File: src/rtl/wb_arbiter_pkg.sv
// Shared types and helpers for the writeback arbiter and its per-source queues.
package wb_arbiter_pkg;

    localparam int WB_NSRC_DEFAULT = 3;
    localparam int WB_XLEN_DEFAULT = 32;

    typedef struct packed {
        logic [4:0]                 rd_addr;
        logic [WB_XLEN_DEFAULT-1:0] rd_data;
    } wb_entry_t;

    // Next round-robin start after granting ptr; the range is lo..n-1.
    function automatic int rr_next(input int ptr, input int n, input int lo = 0);
        return (ptr + 1 >= n) ? lo : ptr + 1;
    endfunction

endpackage

File: src/rtl/wb_src_fifo.sv
// Per-source writeback queue; pointers wrap naturally, full/empty come from count.
// Exposes per-entry valid/rd so the top can build the pending-destination bitmap.
module wb_src_fifo
    import wb_arbiter_pkg::*;
#(
    parameter  int XLEN   = WB_XLEN_DEFAULT,
    parameter  int QDEPTH = 2,
    localparam int AW     = $clog2(QDEPTH),
    localparam int CW     = $clog2(QDEPTH + 1)
) (
    input  logic                 clk_i,
    input  logic                 rst,
    input  logic                 push_i,
    input  logic                 pop_i,
    input  logic                 flush_i,
    input  logic [4:0]           push_rd_i,
    input  logic [XLEN-1:0]      push_data_i,
    output logic [CW-1:0]        count_o,
    output logic [4:0]           head_rd_o,
    output logic [XLEN-1:0]      head_data_o,
    output logic [QDEPTH-1:0]    ent_vld_o,
    output logic [QDEPTH*5-1:0]  ent_rd_o
);

    typedef struct packed {
        logic [4:0]      rd_addr;
        logic [XLEN-1:0] rd_data;
    } entry_t;

    entry_t        mem_q [QDEPTH];
    entry_t        mem_d [QDEPTH];
    logic [AW-1:0] wptr_q, wptr_d, rptr_q, rptr_d;
    logic [CW-1:0] cnt_q, cnt_d;
    logic [AW-1:0] off;

    always_comb begin
        mem_d  = mem_q;
        wptr_d = wptr_q;
        rptr_d = rptr_q;
        cnt_d  = cnt_q;
        if (flush_i) begin
            wptr_d = '0;
            rptr_d = '0;
            cnt_d  = '0;
        end else begin
            if (push_i) begin
                mem_d[wptr_q] = '{rd_addr: push_rd_i, rd_data: push_data_i};
                wptr_d        = wptr_q + AW'(1);
            end
            if (pop_i)
                rptr_d = rptr_q + AW'(1);
            case ({push_i, pop_i})
                2'b10:   cnt_d = cnt_q + CW'(1);
                2'b01:   cnt_d = cnt_q - CW'(1);
                default: ;
            endcase
        end
    end

    always_ff @(posedge clk_i or posedge rst) begin
        if (rst) begin
            wptr_q <= '0;
            rptr_q <= '0;
            cnt_q  <= '0;
            for (int i = 0; i < QDEPTH; i++)
                mem_q[i] <= '0;
        end else begin
            wptr_q <= wptr_d;
            rptr_q <= rptr_d;
            cnt_q  <= cnt_d;
            mem_q  <= mem_d;
        end
    end

    // Slot i is live when its distance from the read pointer is below count.
    always_comb begin
        off       = '0;
        ent_vld_o = '0;
        ent_rd_o  = '0;
        for (int i = 0; i < QDEPTH; i++) begin
            off                 = AW'(i) - rptr_q;
            ent_vld_o[i]        = CW'(off) < cnt_q;
            ent_rd_o[5*i +: 5]  = mem_q[i].rd_addr;
        end
    end

    assign count_o     = cnt_q;
    assign head_rd_o   = mem_q[rptr_q].rd_addr;
    assign head_data_o = mem_q[rptr_q].rd_data;

endmodule

File: src/rtl/wb_arbiter.sv
// Writeback arbiter: per-source queues, one registered register-file write per cycle.
// Source 0 optionally has strict priority; the rest share a round-robin pointer.
module wb_arbiter
    import wb_arbiter_pkg::*;
#(
    parameter int N_SRC  = WB_NSRC_DEFAULT,
    parameter int XLEN   = WB_XLEN_DEFAULT,
    parameter int QDEPTH = 2,
    parameter int PRIO0  = 1
) (
    input  logic                  clk_i,
    input  logic                  rst,
    input  logic [N_SRC-1:0]      i_src_valid,
    input  logic [N_SRC*5-1:0]    i_src_rd_addr,
    input  logic [N_SRC*XLEN-1:0] i_src_rd_data,
    output logic [N_SRC-1:0]      o_src_ready,
    input  logic [N_SRC-1:0]      i_flush,
    output logic                  o_wb_wren,
    output logic [4:0]            o_wb_rd_addr,
    output logic [XLEN-1:0]       o_wb_rd_data,
    output logic [31:0]           o_pending_rd,
    output logic                  o_err
);

    localparam int CW   = $clog2(QDEPTH + 1);
    localparam int LO   = (PRIO0 != 0 && N_SRC > 1) ? 1 : 0;
    localparam int RR_N = N_SRC - LO;
    localparam int PW   = (N_SRC > 1) ? $clog2(N_SRC) : 1;

    logic [CW-1:0]        cnt       [N_SRC];
    logic [4:0]           head_rd   [N_SRC];
    logic [XLEN-1:0]      head_data [N_SRC];
    logic [QDEPTH-1:0]    ent_vld   [N_SRC];
    logic [QDEPTH*5-1:0]  ent_rd    [N_SRC];
    logic [N_SRC-1:0]     push, pop, cand;

    for (genvar k = 0; k < N_SRC; k++) begin : g_src
        assign o_src_ready[k] = (cnt[k] != CW'(QDEPTH));
        // rd==0 completes the handshake but never occupies a slot
        assign push[k] = i_src_valid[k] & o_src_ready[k] & ~i_flush[k]
                       & (i_src_rd_addr[5*k +: 5] != 5'd0);
        assign cand[k] = (cnt[k] != '0) & ~i_flush[k];

        wb_src_fifo #(.XLEN(XLEN), .QDEPTH(QDEPTH)) u_fifo (
            .clk_i       (clk_i),
            .rst         (rst),
            .push_i      (push[k]),
            .pop_i       (pop[k]),
            .flush_i     (i_flush[k]),
            .push_rd_i   (i_src_rd_addr[5*k +: 5]),
            .push_data_i (i_src_rd_data[XLEN*k +: XLEN]),
            .count_o     (cnt[k]),
            .head_rd_o   (head_rd[k]),
            .head_data_o (head_data[k]),
            .ent_vld_o   (ent_vld[k]),
            .ent_rd_o    (ent_rd[k])
        );
    end

    logic [PW-1:0]   rr_q, rr_d;
    logic            found;
    int              idx;
    logic            wb_wren_q, wb_wren_d;
    logic [4:0]      wb_addr_q, wb_addr_d;
    logic [XLEN-1:0] wb_data_q, wb_data_d;
    logic            err_q, err_d;
    logic [31:0]     pend;

    always_comb begin
        pop   = '0;
        rr_d  = rr_q;
        found = 1'b0;
        idx   = 0;
        if (PRIO0 != 0 && cand[0]) begin
            pop[0] = 1'b1;
        end else begin
            for (int j = 0; j < RR_N; j++) begin
                idx = LO + ((int'(rr_q) - LO + j) % RR_N);
                for (int k = LO; k < N_SRC; k++) begin
                    if (!found && k == idx && cand[k]) begin
                        found  = 1'b1;
                        pop[k] = 1'b1;
                        rr_d   = PW'(rr_next(k, N_SRC, LO));
                    end
                end
            end
        end
    end

    always_comb begin
        wb_wren_d = |pop;
        wb_addr_d = wb_addr_q;
        wb_data_d = wb_data_q;
        for (int k = 0; k < N_SRC; k++) begin
            if (pop[k]) begin
                wb_addr_d = head_rd[k];
                wb_data_d = head_data[k];
            end
        end
        err_d = err_q | (|(i_src_valid & ~o_src_ready));
    end

    always_ff @(posedge clk_i or posedge rst) begin
        if (rst) begin
            rr_q      <= PW'(LO);
            wb_wren_q <= 1'b0;
            wb_addr_q <= '0;
            wb_data_q <= '0;
            err_q     <= 1'b0;
        end else begin
            rr_q      <= rr_d;
            wb_wren_q <= wb_wren_d;
            wb_addr_q <= wb_addr_d;
            wb_data_q <= wb_data_d;
            err_q     <= err_d;
        end
    end

    // The in-flight register-file write still counts as pending for hazards.
    always_comb begin
        pend = '0;
        for (int k = 0; k < N_SRC; k++)
            for (int e = 0; e < QDEPTH; e++)
                if (ent_vld[k][e])
                    pend[ent_rd[k][5*e +: 5]] = 1'b1;
        if (wb_wren_q)
            pend[wb_addr_q] = 1'b1;
        pend[0] = 1'b0;
    end

    assign o_pending_rd = pend;
    assign o_wb_wren    = wb_wren_q;
    assign o_wb_rd_addr = wb_addr_q;
    assign o_wb_rd_data = wb_data_q;
    assign o_err        = err_q;

endmodule

File: config.mk
export PLATFORM = sky130hd
export DESIGN_NAME = wb_arbiter
export DESIGN_NICKNAME = d
export VERILOG_FILES = /design/src/rtl/wb_arbiter_pkg.sv /design/src/rtl/wb_src_fifo.sv /design/src/rtl/wb_arbiter.sv
export SDC_FILE = /design/constraint.sdc
export NUM_CORES = 1
export LEC_CHECK = 0
export CAP_MARGIN = 20
export CORE_MARGIN = 2
export CORE_UTILIZATION = 53
export DETAILED_ROUTE_END_ITERATION = 8
export GPL_TIMING_DRIVEN = 0
export PLACE_DENSITY = 0.85
export SKIP_CTS_REPAIR_TIMING = 1
export SYNTH_ARGS = -nofsm -noshare
export SYNTH_HDL_FRONTEND = slang
export SYNTH_HIERARCHICAL = 1
export SYNTH_SLANG_ARGS = --single-unit
File: constraint.sdc
create_clock -name clk_i -period 5.4 [get_ports clk_i]
set_input_delay 0.81 -clock clk_i [delete_from_list [all_inputs] [get_ports clk_i]]
set_output_delay 0.81 -clock clk_i [all_outputs]
set_load 0.02 [all_outputs]
==> impl_results.md <==
* Post-Place Worst Slack at 1760 ps
* First-pass GRT wire length at 78.3 mm
* Max-Cap Viols at 0
* CP max FO at 10
* Ys async rst share at 1.00
* Post-synth EDFFs at 0
* Fillers at 2010
* CP Class: flop to output port
* Yosys warnings at 6
* Count of pins over their slew limit at 0
* Area grow syn2layout at 22.7%
* Critical Path AT at 3490 ps
* HP Class: flop to flop
* Vias per inst at 6.39
* Period utilization at 0.796
* DP Area at 18100 sq um
* Post-Syn Instances at 1295
* Area of the multi-input gates at 7590 sq um
* IO Pins at 193
* TritonCTS clock tree: done
* Tmin final at 4300 ps
* Pwr per Cell Area at 491 nW/um^2
* Post-synth top flop: dfrtp_1
* Largest net degree at the start of global routing at 77
* Num CTS Buffers at 28
* Status: completed
* Peak supply drop at 0.399 mV
* Die X at 175 microns
* CP max stage delay at 910 ps
* Fin area at 19100 sq um
* Deepest clock path buffer count at 3
* Clock Pin Slew Worst Setup and Hold Paths at 60 ps
* WL/cell at 26.6 microns
* Peak Freq at 0.233 GHz
* Final Hold Viols at 0
* Commonest non-fill, non-tap cell in the layout: dfrtp_1
* Final GP Congestion at 1.01
* Syn nets at 1414
* Worst setup EP type: output port
* Clk_skew at 15.7 ps
* Starting DRT DRC Count at 1011
* Post-synthesis area per instance at 12.0 sq um
* Initial DRT Pass Iterations at 6
* Startpoint types: flop
* CTS Sinks at 275
* CTS H-tree lvls at 1
* Die area at 30700 sq um
* Vias at 12400
* # DRC at 0
* Critical path, cell by cell: buf_2, inv_1, a21o_1, nor3b_1, a32o_1, a221oi_1, nand3_1, clkdlybuf4s50_1
* Sequential area share after synthesis at 0.443
* Std-Cell Rows at 62
* Share of layout cells above drive strength 1 at 0.317
* Final HPWL DP at 37.1 mm
* Leading cell types in the layout, fill and taps excluded: 274 x dfrtp_1, 243 x mux2_2, 191 x clkdlybuf4s50_1
* Register Area at 6880 sq um
* Nets at 1644
* Global-route usage over all layers at 0.333
* Leak Pwr at 0.00809 uW
* Insertion delay to the later sink of the worst-skew pair at 550 ps
* PnR worst setup slack at 1100 ps
* Slew of the pin with the lowest slew margin at 1080 ps
* Initial Utilization at 0.540
* Routed Antenna Nets at 0
* Slowest CP cell: nor3b_1
* RSZ-0062 raised after global routing: false
* Die Height at 175 microns
* Core area at 28800 sq um
* Vias in the first global route at 13100
* Setup_tns at 0 ps
* Clock Root Buffer: clkbuf_16
* Initial antenna violation count at 4
* Final wirelength at 51.4 mm
* Rel. slew slack at 0.264
* Port bufs at 191
* Grt total ovfl at 0
* CP Data Required Time at 4590 ps
* Cell variety after synth at 54
* Setup violations, final at 0
* #FFs+latches synth at 275
* Netlist Area Pre-Place at 15500 sq um
==> final cells by class <==
cell class | instances | area share
clock buffers | 39 | 0.0437
well taps | 384 | 0.0252
flip-flops and latches | 275 | 0.361
diodes | 3 | 0.000394
inverters | 51 | 0.0107
plain buffers | 116 | 0.0454
clock inverters | 13 | 0.00827
repair buffers | 200 | 0.107
multi-input cells | 853 | 0.398
==> layer usage <==
layer	part of all wire	global-route usage
met2	0.50	0.576
met4	0.055	0.168
met5	0.00023	0
met3	0.068	0.0505
met1	0.38	0.406
==> synth_stat cells, types with 3 or more instances <==
cell type,instances,area share
buf_12,9,0.012
a2111oi_0,37,0.021
nand3b_1,21,0.010
nor2b_1,6,0.0024
clkbuf_1,39,0.0094
o22ai_1,18,0.0072
o21bai_1,3,0.0014
a22oi_1,29,0.014
a21oi_1,12,0.0039
and3b_2,3,0.0019
buf_4,32,0.015
a22o_1,3,0.0017
xnor2_1,6,0.0034
or4_1,3,0.0014
o21ai_0,40,0.013
dfrtp_1,274,0.44
nand2_1,41,0.0099
buf_6,16,0.012
nor2_1,40,0.0097
or3b_2,10,0.0056
nor3b_1,27,0.013
nor3_1,12,0.0039
nor3b_2,3,0.0024
nand4_1,3,0.0012
nor4b_1,3,0.0017
and3_1,13,0.0052
a211oi_1,41,0.020
nand3_1,38,0.012
inv_1,50,0.012
a21o_1,6,0.0029
xor2_1,3,0.0017
a221oi_1,24,0.014
buf_2,17,0.0055
mux2_4,90,0.087
and2_1,3,0.0012
mux2_2,243,0.18
and3b_1,17,0.0096
o2bb2ai_1,40,0.023
==> per-stage QoR <==
| stage | util | power (uW) | hold WS (ps) | cells |
|---|---|---|---|---|
| final | 0.662 | 9370 | 498 | 1934 |
| after CTS | 0.662 | 9310 | 498 | 1930 |
| after floorplan | - | 5750 | 473 | 1295 |
| after global routing | 0.662 | 9760 | 510 | 1933 |
| after detailed placement | 0.627 | 7180 | 473 | 1878 |
| after global placement | 0.623 | 7020 | 472 | 1870 |
==> cells by family (layout without fill, tap and decap cells) <==
kind of cell / after synthesis / in the layout / share of synthesized area
xor+xnor: 9 / 9 / 0.00507
simple gates: 245 / 245 / 0.0925
mux: 333 / 333 / 0.263
flops: 275 / 275 / 0.443
other cells: 1 / 4 / 0.000241
compound gates: 265 / 265 / 0.128
buf+inv: 167 / 419 / 0.0684
==> power breakdown <==
part	internal [uW]	total (uW)	leakage (uW)	switching, uW
logic	1900	3980	0.00421	2080
registers	2820	3340	0.00339	519
clock network	1220	2040	0.000493	823
==> path summary, 6_finish.rpt <==
check,slack (ps),startpoint,endpoint,cells after the start
worst max-delay path,1100,g_src[0].u_fifo/rptr_q$_DFFE_PP0P_,o_pending_rd[8],8
worst min-delay path,500,o_wb_rd_data[30]$_DFFE_PP0P_,o_wb_rd_data[30]$_DFFE_PP0P_,1
worst max register to register,2580,g_src[2].u_fifo/count_o[0]$_DFFE_PP0P_,o_wb_rd_data[28]$_DFFE_PP0P_,6
worst min register to register,500,o_wb_rd_data[30]$_DFFE_PP0P_,o_wb_rd_data[30]$_DFFE_PP0P_,1
max in group asynchronous,3900,rst,g_src[0].u_fifo/ent_rd_o[6]$_DFFE_PP0P_,3
min in group asynchronous,710,rst,g_src[2].u_fifo/mem_q[15]$_DFFE_PP0P_,2
==> state kept, by name, summed over array words and instances, names as in the netlist <==
| name | flops |
|---|---|
| g_src.u_fifo/count_o | 6 |
| g_src.u_fifo/ent_rd_o | 30 |
| g_src.u_fifo/mem_q | 192 |
| g_src.u_fifo/rptr_q | 3 |
| g_src.u_fifo/wptr_q | 3 |
| o_err | 1 |
| o_wb_rd_addr | 5 |
| o_wb_rd_data | 32 |
| o_wb_wren | 1 |
| rr_q | 2 |
==> critical path: cells and delay by family, from the launching register on <==
kind,cells,cell delay (ps)
simple gates,2,1050
buf+inv,3,950
compound gates,3,550
flops,1,390
Note: power is estimated with default switching activity, not from simulation.
